$ cat config.mk
export PLATFORM = sky130hd
export DESIGN_NAME = alu_issue_ctrl
export DESIGN_NICKNAME = d
export VERILOG_FILES = /design/src/rtl/alu_ctrl_pkg.sv /design/src/rtl/alu_ctrl_decode.sv /design/src/rtl/alu_issue_ctrl.sv
export SDC_FILE = /design/constraint.sdc
export NUM_CORES = 1
export LEC_CHECK = 0
export CAP_MARGIN = 20
export CORE_MARGIN = 1
export CORE_UTILIZATION = 45
export CTS_BUF_LIST = sky130_fd_sc_hd__clkbuf_2 sky130_fd_sc_hd__clkbuf_4 sky130_fd_sc_hd__clkbuf_8
export CTS_CLUSTER_SIZE = 24
export DETAILED_ROUTE_END_ITERATION = 12
export PLACE_DENSITY_LB_ADDON = 0.25
export SLEW_MARGIN = 20
export SYNTH_ARGS = -nofsm -noshare
export SYNTH_HDL_FRONTEND = slang
export SYNTH_SLANG_ARGS = --single-unit
$ cat constraint.sdc
create_clock -name clk -period 1.95 [get_ports clk]
set_input_delay 0.39 -clock clk [delete_from_list [all_inputs] [get_ports clk]]
set_output_delay 0.39 -clock clk [all_outputs]
set_load 0.02 [all_outputs]
$ cat src/rtl/alu_ctrl_pkg.sv
// Shared types and codes for the execute-stage ALU issue controller.
// Control codes, branch selects, FSM states and the decoded-op payload.
package alu_ctrl_pkg;

  localparam int unsigned CTRL_W = 4;

  localparam logic [3:0] CTRL_ADD    = 4'b0000;
  localparam logic [3:0] CTRL_SUB    = 4'b0001;
  localparam logic [3:0] CTRL_SLL    = 4'b0010;
  localparam logic [3:0] CTRL_SUBU   = 4'b0011;
  localparam logic [3:0] CTRL_SRL    = 4'b0100;
  localparam logic [3:0] CTRL_XOR    = 4'b0101;
  localparam logic [3:0] CTRL_OR     = 4'b0110;
  localparam logic [3:0] CTRL_AND    = 4'b0111;
  localparam logic [3:0] CTRL_MUL    = 4'b1000;
  localparam logic [3:0] CTRL_MULH   = 4'b1001;
  localparam logic [3:0] CTRL_MULHSU = 4'b1010;
  localparam logic [3:0] CTRL_MULHU  = 4'b1011;
  localparam logic [3:0] CTRL_DIV    = 4'b1100;
  localparam logic [3:0] CTRL_DIVU   = 4'b1101;
  localparam logic [3:0] CTRL_REM    = 4'b1110;
  localparam logic [3:0] CTRL_REMU   = 4'b1111;

  localparam logic [1:0] BR_EQ = 2'b00;
  localparam logic [1:0] BR_NE = 2'b01;
  localparam logic [1:0] BR_LT = 2'b10;
  localparam logic [1:0] BR_GE = 2'b11;

  typedef enum logic [1:0] {IDLE, BUSY, HOLD} state_e;

  typedef enum logic [1:0] {OP_SINGLE, OP_MUL, OP_DIV} op_class_e;

  typedef struct packed {
    logic [3:0] ctrl;
    logic [1:0] br;
    logic       slt;
    logic       sra;
    op_class_e  op_class;
  } dec_t;

  // Down-counter width able to hold the longest latency.
  function automatic int unsigned cnt_width(input int unsigned a, input int unsigned b);
    return $clog2(((a > b) ? a : b) + 1);
  endfunction

endpackage

$ cat src/rtl/alu_ctrl_decode.sv
// Combinational ALUop/funct3/funct7 decode into control word, branch select,
// slt/sra flags and latency class.
module alu_ctrl_decode
  import alu_ctrl_pkg::*;
(
  input  logic [1:0] alu_op,
  input  logic [2:0] funct3,
  input  logic [6:0] funct7,
  output dec_t       dec_c
);

  logic m_ext_c;

  assign m_ext_c = (alu_op == 2'b10) && (funct7 == 7'b0000001);

  always_comb begin
    dec_c.ctrl     = CTRL_ADD;
    dec_c.br       = BR_EQ;
    dec_c.slt      = 1'b0;
    dec_c.op_class = OP_SINGLE;
    dec_c.sra      = alu_op[1] & (funct3 == 3'b101) & funct7[5];
    if (alu_op == 2'b01) begin
      unique case (funct3)
        3'b001:         begin dec_c.ctrl = CTRL_SUB;  dec_c.br = BR_NE; end
        3'b100, 3'b110: begin dec_c.ctrl = CTRL_SUBU; dec_c.br = BR_LT; end
        3'b101, 3'b111: begin dec_c.ctrl = CTRL_SUBU; dec_c.br = BR_GE; end
        default:        dec_c.ctrl = CTRL_SUB;
      endcase
    end else if (m_ext_c) begin
      // M-extension takes priority; funct3 maps directly onto the MD codes.
      dec_c.ctrl     = {1'b1, funct3};
      dec_c.op_class = funct3[2] ? OP_DIV : OP_MUL;
    end else if (alu_op[1]) begin
      unique case (funct3)
        3'b000: dec_c.ctrl = (!alu_op[0] && funct7[5]) ? CTRL_SUB : CTRL_ADD;
        3'b001: dec_c.ctrl = CTRL_SLL;
        3'b010: begin dec_c.ctrl = CTRL_SUB;  dec_c.br = BR_LT; dec_c.slt = 1'b1; end
        3'b011: begin dec_c.ctrl = CTRL_SUBU; dec_c.br = BR_LT; dec_c.slt = 1'b1; end
        3'b100: dec_c.ctrl = CTRL_XOR;
        3'b101: dec_c.ctrl = CTRL_SRL;
        3'b110: dec_c.ctrl = CTRL_OR;
        3'b111: dec_c.ctrl = CTRL_AND;
      endcase
    end
  end

endmodule

$ cat src/rtl/alu_issue_ctrl.sv
// ALU issue controller: latches decoded ops on accept, sequences MUL/DIV
// latency, and holds the result word until downstream consumes it.
module alu_issue_ctrl #(
  parameter int unsigned MUL_LAT = 2,
  parameter int unsigned DIV_LAT = 32,
  parameter int unsigned CTRL_W  = alu_ctrl_pkg::CTRL_W
) (
  input  logic              clk,
  input  logic              rst_n,
  input  logic              flush,
  input  logic              in_valid,
  output logic              in_ready,
  input  logic [1:0]        alu_op,
  input  logic [2:0]        funct3,
  input  logic [6:0]        funct7,
  output logic              out_valid,
  input  logic              out_ready,
  output logic [CTRL_W-1:0] alu_ctrl,
  output logic [1:0]        branch_op,
  output logic              slt_c,
  output logic              shift_arith,
  output logic              md_start,
  output logic              md_busy
);
  import alu_ctrl_pkg::*;

  localparam int unsigned CNT_W = cnt_width(MUL_LAT, DIV_LAT);
  localparam logic [CNT_W-1:0] MUL_LOAD = CNT_W'(MUL_LAT - 1);
  localparam logic [CNT_W-1:0] DIV_LOAD = CNT_W'(DIV_LAT - 1);

  state_e           state_q;
  state_e           state_d;
  logic [CNT_W-1:0] cnt_q;
  logic [CNT_W-1:0] cnt_d;
  logic             md_start_d;
  logic             load_c;
  dec_t             dec_c;

  alu_ctrl_decode u_decode (
    .alu_op (alu_op),
    .funct3 (funct3),
    .funct7 (funct7),
    .dec_c  (dec_c)
  );

  always_ff @(posedge clk or negedge rst_n) begin
    if (!rst_n) begin
      state_q <= IDLE;
      cnt_q   <= '0;
    end else begin
      state_q <= state_d;
      cnt_q   <= cnt_d;
    end
  end

  // Next state, counter, handshake; flush overrides everything last.
  always_comb begin
    state_d    = state_q;
    cnt_d      = cnt_q;
    md_start_d = 1'b0;
    load_c     = 1'b0;
    in_ready   = 1'b0;
    unique case (state_q)
      IDLE: in_ready = 1'b1;
      BUSY: begin
        if (cnt_q == '0) state_d = HOLD;
        else             cnt_d   = cnt_q - CNT_W'(1);
      end
      HOLD: begin
        in_ready = out_ready;
        if (out_ready && !in_valid) state_d = IDLE;
      end
      default: state_d = IDLE;
    endcase
    if (flush) in_ready = 1'b0;
    if (in_valid && in_ready) begin
      load_c = 1'b1;
      unique case (dec_c.op_class)
        OP_MUL:  begin state_d = BUSY; cnt_d = MUL_LOAD; md_start_d = 1'b1; end
        OP_DIV:  begin state_d = BUSY; cnt_d = DIV_LOAD; md_start_d = 1'b1; end
        default: begin state_d = HOLD; cnt_d = '0; end
      endcase
    end
    if (flush) begin
      state_d    = IDLE;
      cnt_d      = '0;
      md_start_d = 1'b0;
      load_c     = 1'b0;
    end
  end

  // Status outputs are flopped from next state; decoded fields load on accept.
  always_ff @(posedge clk or negedge rst_n) begin
    if (!rst_n) begin
      out_valid   <= 1'b0;
      md_busy     <= 1'b0;
      md_start    <= 1'b0;
      alu_ctrl    <= '0;
      branch_op   <= '0;
      slt_c       <= 1'b0;
      shift_arith <= 1'b0;
    end else begin
      out_valid <= (state_d == HOLD);
      md_busy   <= (state_d == BUSY);
      md_start  <= md_start_d;
      if (load_c) begin
        alu_ctrl    <= CTRL_W'(dec_c.ctrl);
        branch_op   <= dec_c.br;
        slt_c       <= dec_c.slt;
        shift_arith <= dec_c.sra;
      end
    end
  end

endmodule

After elaboration in Yosys (flattened, before gate mapping). Index checks and enable logic that the tools add are counted.

Flip-flop bits (word level): 19. Input bits: 17. Output and inout port bits: 12. Word-level logic and storage cells: 76.

Add/subtract/negate cells: 1. Equal/unequal tests: 17. Muxes and demuxes: 31. Bitwise logic cells: 2. Reductions and logical operators: 16.

Operators with widths (count): $pmux W4 S8 (1); $mux W6 (5); $mux W2 (9); $eq A3 B3 Y1 const B (4); $pmux W2 S3 (2); $pmux W5 S2 (1); $eq A2 B1 Y1 const B (4); $eq A2 B2 Y1 const B (4); $mux W1 (8); $reduce_or A2 Y1 (4); $eq A7 B1 Y1 const B (1); $mux W7 (1); $eq A3 B2 Y1 const B (2); $logic_not A6 Y1 (1); $mux W3 (2); $sub A6 B1 Y6 const B (1); $logic_and A1 B1 Y1 (4); $mux W4 (1); $reduce_or A4 Y1 (1); $eq A3 B1 Y1 const B (1); $logic_not A3 Y1 (1); $ne A3 B2 Y1 const B (1); $reduce_bool A3 Y1 (1); $and A1 B1 Y1 (2); 4 further kinds (5).

Logic depth before layout (Yosys ltp). Gate-level depths: netlist of run 1.

Word-level depth: 10. Depth in mapped cells: 7. Gate-level depth less buffers: 7.

By module. A second synthesis of run 1 with hierarchy kept.

Cells, all modules: 115. Area, all modules: 1177.4 um^2.

Modules (own cells, without submodules): alu_issue_ctrl (times used 1, cells each 78, area an instance 952.2 um^2, sequential area each 475.5 um^2); alu_ctrl_decode (times used 1, cells each 37, area an instance 225.2 um^2, sequential area each 0.0 um^2).

Worst setup path after synthesis of run 1. Ideal clock, no wire load.

Path type: register to register. Start: register cnt_q[0]. End: register cnt_q[2]. Setup time: 0.126 ns. Data arrival time: 1.679 ns. Required time: 1.824 ns. Path slack: 0.145 ns. Cell stages (with the launch flop): 7. Buffers on the path: 0. Cells stage by stage: dfrtp_1 -> inv_1 -> ha_1 -> or4b_4 -> o21ai_4 -> nand2_4 -> a221o_1.

Word-level cells in the longest chain between the ends: 5.

RTL lines: start, declared (line alu_issue_ctrl.sv:33) `logic [CNT_W-1:0] cnt_q;`; start signal, assigned (line alu_issue_ctrl.sv:52) `cnt_q <= cnt_d;`; $sub A6 B1 Y6 (line alu_issue_ctrl.sv:67) `else cnt_d = cnt_q - CNT_W'(1);`; $mux W6 (line alu_issue_ctrl.sv:66) `if (cnt_q == '0) state_d = HOLD;`; $mux W6 (line alu_issue_ctrl.sv:63) `unique case (state_q)`; $mux W6 (line alu_issue_ctrl.sv:76) `if (in_valid && in_ready) begin`; $mux W6 (line alu_issue_ctrl.sv:84) `if (flush) begin`.

Parallel ways exist; a longest one is shown, timed or not. The select of a mux whose other input is x is not followed. A chain may end at the register's enable or synchronous reset.

Final worst setup path of run 1.
Start: register cnt_q[1]. End: register cnt_q[4].

Same word-level chain as after synthesis.

==> reports/qor.csv, run 1 <==
stage,metric,value,unit
timing,Worst Tran Pin Value,0.389,ns
critical_path,critical path arrival,2.09,ns
power,P per Cell Area,505,nW/um2
critical_path,CP Cell Sequence,inv_2 -> ha_4 -> or4b_4 -> o21ai_4 -> nand2_4 -> a221o_1,
routing,total detailed-routing wirelength,2570,um
power,Final Power,822,uW
timing,final worst-path cycle share,97.9,%
critical_path,CP endpoint kind,flop,
place,port bufs,28,
power,Peak VDD IR,0.415,mV
synth,sequential-to-total area share from yosys stat,43.4,%
synth,ys flop type,dfrtp_1,
routing,detailed-route vias per instance,5.51,
synth,Yosys cell types,44,
critical_path,Worst path max stage delay,0.51,ns
worst_hold_path,worst hold path type,in2async,
die,Die H,51.3,um
die,Die X,51.3,um
power,Leakage,0.749,nW
power,Clock Power Share,25.4,%
power,share of total power in combinational logic,23.2,%
critical_path,Crit Path Class,reg2reg,
cells_and_area,fin cells,189,
synth,Synth Area in XOR/XNOR,1.60,%
power,internal power,605,uW
timing,clock skew,0.00165,ns
power,switch share,26.4,%
synth,"EDFF count, synth",0,
synth,Synth Area per Inst,9.95,um2
routing,Max Used Layer,met4,
cts,H-tree depth,1,
job,Max-Cap Viols,0,
routing,mean routed wirelength per cell,13.6,um
cells_and_area,fill cell count,161,
synth,leading post-synthesis cells by cell area,"dfrtp_1, nand2_1, o21ai_0",
timing,Max Clock Freq,524,MHz
synth,main combinational cell family by area after synthesis,simple AND/OR/NAND/NOR gates,
cts,clk sinks,19,
die,Rows,17,
timing,Max-slew headroom,73.9,%
synth,Post-Synth Adder-Cell Area,2.29,%
critical_path,critical path data required time,2.13,ns
cts,CTS Buf Count,3,
synth,mux contribution to synthesized area,0,%
synth,Synth Cell Area,1090,um2
cts,Root Driver,clkbuf_4,
global_routing,gr usage total,22.5,%
routing,vias,1042,
global_routing,vias in the first global route,1004,
critical_path,CP Launch Type,flop,
status,outcome,"finished, final reports clean",
cells_and_area,share of cells above drive strength 1,24.8,%
synth,Post-Syn Instances,110,
synth,synthesized flop and latch total,19,
cells_and_area,diodes inserted,0,
power,Seq pwr share,51.3,%
critical_path,slowest CP cell,or4b_4,
place,Inst Count DP,180,
cts,CTS tree,done,
timing,RSZ-0062 raised after global routing,true,
die,core area,2250,um2
global_routing,initial antenna violation count,0,
place,HPWL after DPL,1960,um
routing,DRT iter0 DRCs,19,
power,switching power,217,uW
cells_and_area,Layout area overhead,48.7,%
die,full die area,2630,um2
timing,fin crit period,1.91,ns
timing,endpoints failing setup,0,
timing,TNS Setup,0,ns
critical_path,Max Fanout on Critical Path,6,
cells_and_area,Final nets,181,
cts,Clock Path Buffers,2,
critical_path,Crit Reg-Reg Startpoint,cnt_q[1],
cells_and_area,final core occ,72.2,%
routing,met1 wire length,1130,um
synth,yosys warns,0,
routing,WL met2,1320,um
die,starting density of the core,48.6,%
timing,endpoints failing hold,0,
routing,post-route ant nets,0,
synth,async set-reset flop share out of synthesis,100,%
cts,insertion delay to the later sink of the worst-skew pair,0.29,ns
global_routing,grt total ovfl,0,
synth,Post-Synth Simple-Gate Area,25.7,%
routing,WL met3,97,um
timing,"Slew Viols, Final",0,
place,RePlAce Congestion,0.881,
routing,TritonRoute pass-1 iters,4,
synth,post-synth top area cell,dfrtp_1,
timing,hold slack final,0.433,ns
global_routing,pin count of the biggest net entering global routing,20,
synth,Synth Area in Compound Gates,23.4,%
critical_path,critical path startpoint,cnt_q[1],
cts,register clock-pin slew on the reported worst setup and hold paths,0.10,ns
routing,# DRC,0,
global_routing,first-pass GRT wire length,4360,um
synth,Syn Nets,129,
synth,Yosys top cell area share,43.4,%
die,Ports,29,
-- sequential cells by signal, indices dropped and copies added, names as in the netlist --
signal,flops
cnt_q,6
slt_c,1
alu_ctrl,4
md_busy,1
md_start,1
out_valid,1
state_q,2
shift_arith,1
branch_op,2
-- Yosys cell counts (all sizes together), types with 3 or more instances --
master	instances
nand3	3
nand2	12
o21ai	10
dfrtp	19
inv	7
nand2b	6
nor2	7
a22oi	3
a221o	3
nor2b	3
-- worst max-delay path, delay by kind of cell, from the launching register on --
family | cells | cell delay [ns]
adder cells (fa/ha/maj) | 1 | 0.13
AND/OR/NAND/NOR | 2 | 0.60
flip-flops | 1 | 0.41
buffers and inverters | 1 | 0.07
AO/OA/AOI/OAI | 2 | 0.58
-- kinds of logic (layout without fill, tap and decap cells) --
kind of cell	Yosys count	count (layout)
simple gates	44	44
xor+xnor	2	2
fa+ha+maj	2	2
buf+inv	10	61
compound gates	33	33
flops	19	19
-- through the flow --
| stage | cell area (um2) | setup WS, ns |
|---|---|---|
| final | 1630 | 0.0406 |
| after global routing | 1630 | -0.0198 |
| after CTS | 1580 | 0.00143 |
| after detailed placement | 1530 | -0.360 |
| after global placement | 1530 | -0.273 |
| after floorplan | 1090 | 0.145 |
-- worst paths after layout --
path	to	slack (ns)	depth (start not counted)
min in group clk	slt_c	0.48	2
min reg2reg	slt_c	0.48	2
max in group asynchronous	state_q[1]	1.31	2
max	cnt_q[4]	0.04	6
min	cnt_q[5]	0.43	2
max reg2reg	cnt_q[4]	0.04	6
-- area by class of cell --
class                           instances  area, um2  share of cell area, %
Inverter                                7       26.3                   1.61
Multi-Input combinational cell         81        608                   37.4
Clock buffer                            4       30.0                   1.84
Timing Repair Buffer                   50        453                   27.8
Sequential cell                        19        475                   29.2
Tap cell                               28       35.0                   2.15
-- repair_timing --
action | 4_1_cts | 5_1_grt
pin swaps | 6 | 9
gates resized for setup | 5 | 8
hold buffers | 0 | 0
cloned | 0 | 0
setup endpoints to repair | 4 | 6
buffers inserted | 2 | 3
-- per-layer routing --
layer | global-route usage, % | up-vias
met5 | 0 | -
li1 | - | 509
met2 | 38.6 | 34
met1 | 29.0 | 497
met4 | 8.11 | 0
met3 | 2.68 | 2
-- cells in the final DEF (no fill, tap or decap), types with 2 or more instances in the layout --
cell / count
a221o_1: 3
dlymetal6s2s_1: 4
a21oi_1: 2
a31oi_1: 2
inv_1: 5
nand2_1: 11
inv_2: 2
nor2b_1: 3
nand2b_1: 6
a22oi_2: 2
buf_4: 22
nand4_1: 2
dlygate4sd2_1: 2
nor2_1: 7
dfrtp_1: 19
clkbuf_4: 4
clkdlybuf4s50_1: 22
nand3_1: 3
a22o_1: 2
a2111oi_2: 2
o21ai_0: 8
-- power by group through the flow --
| stage | clock [mW] | sequential [mW] | combinational, mW |
|---|---|---|---|
| detailed placement | 0 | 0.430 | 0.193 |
| floorplan | 0 | 0.451 | 0.0539 |
| global route | 0.229 | 0.425 | 0.207 |
| finish | 0.209 | 0.422 | 0.191 |
| global placement | 0 | 0.430 | 0.191 |
| CTS | 0.216 | 0.422 | 0.192 |
No activity file was read; power rests on OpenSTA's default activity.
==> run 2: changes to the inputs <==
--- a/config.mk
+++ b/config.mk
@@ -7,9 +7,8 @@
 export LEC_CHECK = 0
 export CAP_MARGIN = 20
 export CORE_MARGIN = 1
-export CORE_UTILIZATION = 45
+export CORE_UTILIZATION = 53
 export CTS_BUF_LIST = sky130_fd_sc_hd__clkbuf_2 sky130_fd_sc_hd__clkbuf_4 sky130_fd_sc_hd__clkbuf_8
-export CTS_CLUSTER_SIZE = 24
 export DETAILED_ROUTE_END_ITERATION = 12
 export PLACE_DENSITY_LB_ADDON = 0.25
 export SLEW_MARGIN = 20
==> constraint.sdc (replaced) <==
create_clock -name clk -period 2.2 [get_ports clk]
set_input_delay 0.44 -clock clk [delete_from_list [all_inputs] [get_ports clk]]
set_output_delay 0.44 -clock clk [all_outputs]
set_load 0.02 [all_outputs]
==> run 2 against run 1 <==
Effect of this change: first-iteration DRC count grew 89%; worst hold slack gained 0.023 ns; sequential cell count is the same; sequential power shrank 11%; total power shrank 12%; highest routed layer unchanged; die area shrank 15%; routed wire length shrank 3.8%; final cell count shrank 5.3%.
==> reports/qor.csv, run 2 (synthesized netlist as in run 1, its figures left out) <==
stage,metric,value,unit,change
cells_and_area,Reg with most FFs,cnt_q,,
routing,DRT iter0 DRCs,36,,+17
routing,mean routed wirelength per cell,13.8,um,+1.6%
timing,fin crit period,2.08,ns,
timing,endpoints failing hold,0,,unchanged
worst_hold_path,worst hold path type,in2async,,
timing,hold slack final,0.456,ns,+0.0227 ns
die,core area,1940,um2,-14%
die,starting density of the core,56.4,%,+7.8 points
timing,Worst Tran Pin Value,0.371,ns,-0.0183 ns
die,full die area,2250,um2,-15%
cells_and_area,most frequent cells in the layout,"clkdlybuf4s50_1, dfrtp_1, buf_4, nand2_1, o21ai_0",,
critical_path,CP Capture Point,cnt_q[3],,
cells_and_area,Layout area overhead,40.3,%,
timing,Max-slew headroom,75.1,%,+1.2 points
place,port bufs,28,,unchanged
cells_and_area,area of the multi-input gates,581,um2,-4.5%
power,Peak VDD IR,0.486,mV,+17%
global_routing,met3 usage,3.77,%,+1.1 points
timing,Max Clock Freq,481,MHz,
critical_path,Crit Path Class,in2reg,,
power,switch share,28.1,%,+1.7 points
cells_and_area,Largest regs,"cnt_q x6, alu_ctrl x4",,
cts,H-tree depth,1,,unchanged
power,share of total power in combinational logic,23.3,%,about the same
global_routing,GR met1 Demand/Resource,31.0,%,+2.1 points
routing,detailed-route vias per instance,5.63,,+2.1%
cts,Clock Path Buffers,2,,unchanged
critical_path,R2R Setup Slk,0.22,ns,+0.18 ns
cts,Root Driver,clkbuf_4,,
critical_path,Max Fanout on Critical Path,4,,-2
place,HPWL after DPL,1920,um,-2.0%
cts,insertion delay to the later sink of the worst-skew pair,0.31,ns,+0.02 ns
routing,TritonRoute pass-1 iters,4,,unchanged
power,Final Power,726,uW,-12%
power,Clock Power Share,25.1,%,-0.3 points
cts,register clock-pin slew on the reported worst setup and hold paths,0.11,ns,about the same
cells_and_area,fill cell count,132,,-18%
die,Die X,47.5,um,-7.5%
power,Leakage,0.681,nW,-9.1%
critical_path,critical path data required time,2.46,ns,+0.33 ns
cells_and_area,share of cells above drive strength 1,16.4,%,-8.4 points
die,Rows,16,,-1
cts,CTS tree,done,,
power,P per Cell Area,472,nW/um2,-6.5%
timing,endpoints failing setup,0,,unchanged
timing,"Slew Viols, Final",0,,unchanged
global_routing,first-pass GRT wire length,4010,um,-8.1%
global_routing,pin count of the biggest net entering global routing,22,,+10%
cells_and_area,register area,475,um2,unchanged
cells_and_area,"commonest non-fill, non-tap cell in the layout",clkdlybuf4s50_1,,
critical_path,CP Launch Type,primary input,,
routing,vias,1008,,-3.3%
cells_and_area,max FFs per register,6,,unchanged
routing,# DRC,0,,unchanged
global_routing,met2 GRT Util,44.7,%,+6.1 points
power,Seq pwr share,51.6,%,+0.3 points
routing,post-route ant nets,0,,unchanged
place,RePlAce Congestion,0.879,,-0.23%
timing,final worst-path cycle share,94.4,%,
global_routing,initial antenna violation count,0,,unchanged
power,switching power,204,uW,-6.2%
critical_path,worst r2r dst,cnt_q[1],,
critical_path,Crit Reg-Reg Startpoint,cnt_q[0],,
global_routing,vias in the first global route,943,,-6.1%
timing,clock skew,0.00416,ns,+0.00251 ns
cells_and_area,diodes inserted,0,,unchanged
global_routing,gr usage total,26.0,%,+3.5 points
critical_path,Reg2Reg Depth,6,,unchanged
critical_path,CP endpoint kind,flop,,
cts,Post-CTS Setup Inserts,0,,-2
die,Ports,29,,unchanged
job,Max-Cap Viols,0,,unchanged
cts,CTS Buf Count,3,,unchanged
cells_and_area,Final nets,172,,-5.0%
critical_path,critical path startpoint,alu_op[0],,
die,Die H,47.5,um,-7.5%
status,outcome,"finished, final reports clean",,
routing,total detailed-routing wirelength,2470,um,-3.8%
cts,clk sinks,19,,unchanged
global_routing,GRT busiest layer,met2,,
global_routing,grt total ovfl,0,,unchanged
timing,RSZ-0062 raised after global routing,false,,
power,internal power,522,uW,-14%
critical_path,critical path arrival,2.33,ns,+0.24 ns
[run 2: cell type report]
cell class	count	share of cell area, %
Clock buffer	3	1.47
Clock inverter	1	0.326
Inverter	7	1.71
Multi-Input combinational cell	81	37.8
Sequential cell	19	30.9
Tap cell	27	2.20
Timing Repair Buffer	41	25.6
[run 2: per-layer routing]
layer  wire length (um)  part of all wire (%)  vias up
met5                  0                     0        -
met1                998                    40      475
met2               1330                    54       31
met3                 82                   3.3        6
li1                   -                     -      496
met4                 55                   2.2        0
[run 2: how the worst min path moves through the flow]
stage	start	to	cells past startpoint
2_1_floorplan	rst_n	alu_ctrl[0]	0
3_3_place_gp	shift_arith	shift_arith	2
3_5_place_dp	slt_c	slt_c	2
4_1_cts	rst_n	out_valid	2
5_1_grt	rst_n	out_valid	2
6_report	rst_n	out_valid	2
[run 2: per-stage QoR]
step / setup slack [ns] / utilization (%) / setup TNS, ns / instance area, um2 / std cells
4_1_cts: 0.0119 / 79.0 / 0 / 1530 / 179
3_5_place_dp: -0.198 / 77.6 / -0.839 / 1510 / 175
2_1_floorplan: 0.363 / - / 0 / 1090 / 110
3_3_place_gp: -0.0979 / 77.6 / -0.333 / 1510 / 175
5_1_grt: 0.0108 / 79.1 / 0 / 1540 / 179
6_report: 0.122 / 79.1 / 0 / 1540 / 179
[run 2: worst max-delay path, cell delays in order]
cell	delay [ns]
clkdlybuf4s50_1	0.48
nor4b_4	0.34
nand3_1	0.16
nor2_1	0.12
ha_1	0.15
nand4_1	0.22
a22oi_1	0.28
a221o_1	0.13
[run 2: repair_timing]
item	CTS	global route
setup endpoints to repair	0	1
hold buffers	0	0
gates resized for setup	0	1
[run 2: power by group through the flow]
stage | clock network, mW | logic, mW | registers [mW]
2_1_floorplan | 0 | 0.0478 | 0.400
3_3_place_gp | 0 | 0.166 | 0.381
3_5_place_dp | 0 | 0.170 | 0.381
4_1_cts | 0.185 | 0.170 | 0.375
5_1_grt | 0.201 | 0.184 | 0.377
6_report | 0.183 | 0.169 | 0.374
==> run 3: changes to the inputs <==
--- a/config.mk
+++ b/config.mk
@@ -10,7 +10,8 @@
 export CORE_UTILIZATION = 53
 export CTS_BUF_LIST = sky130_fd_sc_hd__clkbuf_2 sky130_fd_sc_hd__clkbuf_4 sky130_fd_sc_hd__clkbuf_8
 export DETAILED_ROUTE_END_ITERATION = 12
-export PLACE_DENSITY_LB_ADDON = 0.25
+export HOLD_SLACK_MARGIN = 0.12
+export PLACE_DENSITY = 0.88
 export SLEW_MARGIN = 20
 export SYNTH_ARGS = -nofsm -noshare
 export SYNTH_HDL_FRONTEND = slang
==> constraint.sdc (replaced) <==
create_clock -name clk -period 2.2 [get_ports clk]
set_input_delay 0.44 -clock clk [delete_from_list [all_inputs] [get_ports clk]]
set_output_delay 0.44 -clock clk [all_outputs]
set_load 0.01 [all_outputs]
==> run 3 against run 2 <==
Effect of this change: critical path depth is 4 lower; via count is 3.8% higher; clock power is 2% lower; cell area stayed put; non-clock buffer count is 2 higher; total power is 2.1% lower; routed wire length is 10% higher; sequential cell count stayed put; register-to-register slack worse by 0.02 ns; largest cell class unchanged.
==> reports/qor.csv, run 3 (synthesized netlist as in run 1, its figures left out) <==
stage,metric,value,unit,change
critical_path,Most common cell on crit path,clkdlybuf4s50_1,,
cts,H-tree depth,1,,unchanged
critical_path,slowest CP cell,clkdlybuf4s50_1,,
die,full die area,2250,um2,unchanged
die,Die H,47.5,um,unchanged
cells_and_area,max FFs per register,6,,unchanged
routing,# DRC,0,,unchanged
cts,CTS Buf Count,3,,unchanged
power,P per Cell Area,462,nW/um2,-2.1%
critical_path,R2R Setup Slk,0.20,ns,-0.02 ns
timing,Worst Tran Pin Value,0.372,ns,+0.00136 ns
cells_and_area,final core occ,79.1,%,unchanged
cells_and_area,"commonest non-fill, non-tap cell in the layout",clkdlybuf4s50_1,,
place,port bufs,28,,unchanged
timing,"Slew Viols, Final",0,,unchanged
global_routing,pin count of the biggest net entering global routing,20,,-9.1%
cells_and_area,fin cells,181,,+1.1%
critical_path,critical path data required time,1.76,ns,-0.70 ns
timing,hold slack final,0.457,ns,+0.00143 ns
critical_path,Crit. path cell count,4,,-4
critical_path,worst r2r dst,cnt_q[3],,
critical_path,"CP delay by family, top",buffers and inverters,,
cells_and_area,Reg with most FFs,cnt_q,,
cts,Clock Path Buffers,2,,unchanged
timing,RSZ-0062 raised after global routing,false,,
cells_and_area,Final nets,174,,+1.2%
cts,clk sinks,19,,unchanged
status,outcome,"finished, final reports clean",,
cells_and_area,Layout area overhead,40.3,%,unchanged
die,starting density of the core,56.4,%,unchanged
cells_and_area,diodes inserted,0,,unchanged
global_routing,grt total ovfl,0,,unchanged
place,placed cell area,1500,um2,-0.33%
power,Peak VDD IR,0.434,mV,-11%
place,"worst slack, placed",-0.166,ns,+0.0313 ns
place,RePlAce Congestion,0.814,,-7.4%
critical_path,CP Launch Type,primary input,,
global_routing,initial antenna violation count,0,,unchanged
cells_and_area,fill cell count,135,,+2.3%
die,core area,1940,um2,unchanged
cts,register clock-pin slew on the reported worst setup and hold paths,0.11,ns,about the same
routing,DRT iter0 DRCs,26,,-28%
power,Leakage,0.673,nW,-1.2%
cells_and_area,Final Cell Area,1540,um2,unchanged
die,Ports,29,,unchanged
cells_and_area,share of cells above drive strength 1,17.5,%,+1.1 points
cts,PostCTS Resize Cnt,0,,unchanged
worst_hold_path,worst hold path type,in2async,,
global_routing,vias in the first global route,974,,+3.3%
routing,vias,1046,,+3.8%
timing,clock skew,0.00156,ns,-0.00260 ns
critical_path,Reg2Reg Depth,6,,unchanged
routing,TritonRoute pass-1 iters,4,,unchanged
critical_path,Crit Reg-Reg Startpoint,cnt_q[0],,
critical_path,CP endpoint kind,output pin,,
die,Die X,47.5,um,unchanged
timing,setup ws final,0.0707,ns,-0.0517 ns
cts,insertion delay to the later sink of the worst-skew pair,0.30,ns,about the same
cells_and_area,Largest regs,"cnt_q x6, alu_ctrl x4",,
cts,Root Driver,clkbuf_4,,
global_routing,gr usage total,25.9,%,-0.082 points
global_routing,first-pass GRT wire length,4020,um,+0.17%
cts,hold_buf cts,0,,unchanged
critical_path,critical path arrival,1.69,ns,-0.64 ns
critical_path,Worst path max stage delay,0.52,ns,+0.04 ns
critical_path,critical path startpoint,flush,,
critical_path,Max Fanout on Critical Path,2,,-2
routing,mean routed wirelength per cell,15.1,um,+9.2%
timing,endpoints failing hold,0,,unchanged
routing,total detailed-routing wirelength,2730,um,+10%
routing,detailed-route vias per instance,5.78,,+2.6%
routing,post-route ant nets,0,,unchanged
place,Inst Count DP,176,,+0.57%
cells_and_area,most frequent cells in the layout,"clkdlybuf4s50_1, dfrtp_1, buf_4, nand2_1, o21ai_0",,
critical_path,CP Capture Point,in_ready,,
timing,fin crit period,2.13,ns,+0.0517 ns
job,Max-Cap Viols,0,,unchanged
timing,final worst-path cycle share,96.8,%,+2.4 points
timing,Max Clock Freq,470,MHz,-2.4%
cts,CTS tree,done,,
timing,endpoints failing setup,0,,unchanged
timing,Max-slew headroom,75.0,%,-0.091 points
critical_path,Crit Path Class,in2out,,
critical_path,CP bufs+invs,2,,+1
place,HPWL after DPL,2070,um,+7.7%
critical_path,CP Cell Sequence,clkdlybuf4s50_1 -> nor2_1 -> and2_1 -> clkdlybuf4s50_1,,
die,Rows,16,,unchanged
==> run 3: where the power goes <==
group / switching (mW) / internal (mW)
clock network: 0.112 / 0.0677
registers: 0.00950 / 0.365
logic: 0.0685 / 0.0878
total: 0.190 / 0.521
==> run 3: what timing repair did <==
action | 4_1_cts | 5_1_grt
buffers inserted | 0 | 1
hold endpoints to repair | 0 | 0
endpoints found under the setup margin | 0 | 3
==> run 3: layout make-up <==
type,count,area [um2],area share [%]
Multi-Input combinational cell,81,581,37.8
Sequential cell,19,475,30.9
Timing Repair Buffer,43,393,25.6
Tap cell,27,33.8,2.20
Inverter,7,26.3,1.71
Clock buffer,3,22.5,1.47
Clock inverter,1,5.00,0.326
==> run 3: worst min path at each step <==
stage | end
after floorplan | alu_ctrl[0]
after global placement | slt_c
after detailed placement | slt_c
after CTS | state_q[0]
after global routing | cnt_q[5]
final | md_busy
==> run 3: through the flow <==
step | power (mW) | TNS (ns)
detailed placement | 0.537 | -0.588
finish | 0.711 | 0
global placement | 0.534 | -0.271
global route | 0.740 | 0
floorplan | 0.435 | 0
CTS | 0.715 | 0
==> run 3: layer usage <==
layer  part of all wire (%)  track usage (%)  vias up
met2                     51             45.2       35
met3                    4.1             3.02        8
met4                    3.0             15.4        0
met5                      0                0        -
li1                       -                -      497
met1                     41             30.5      506
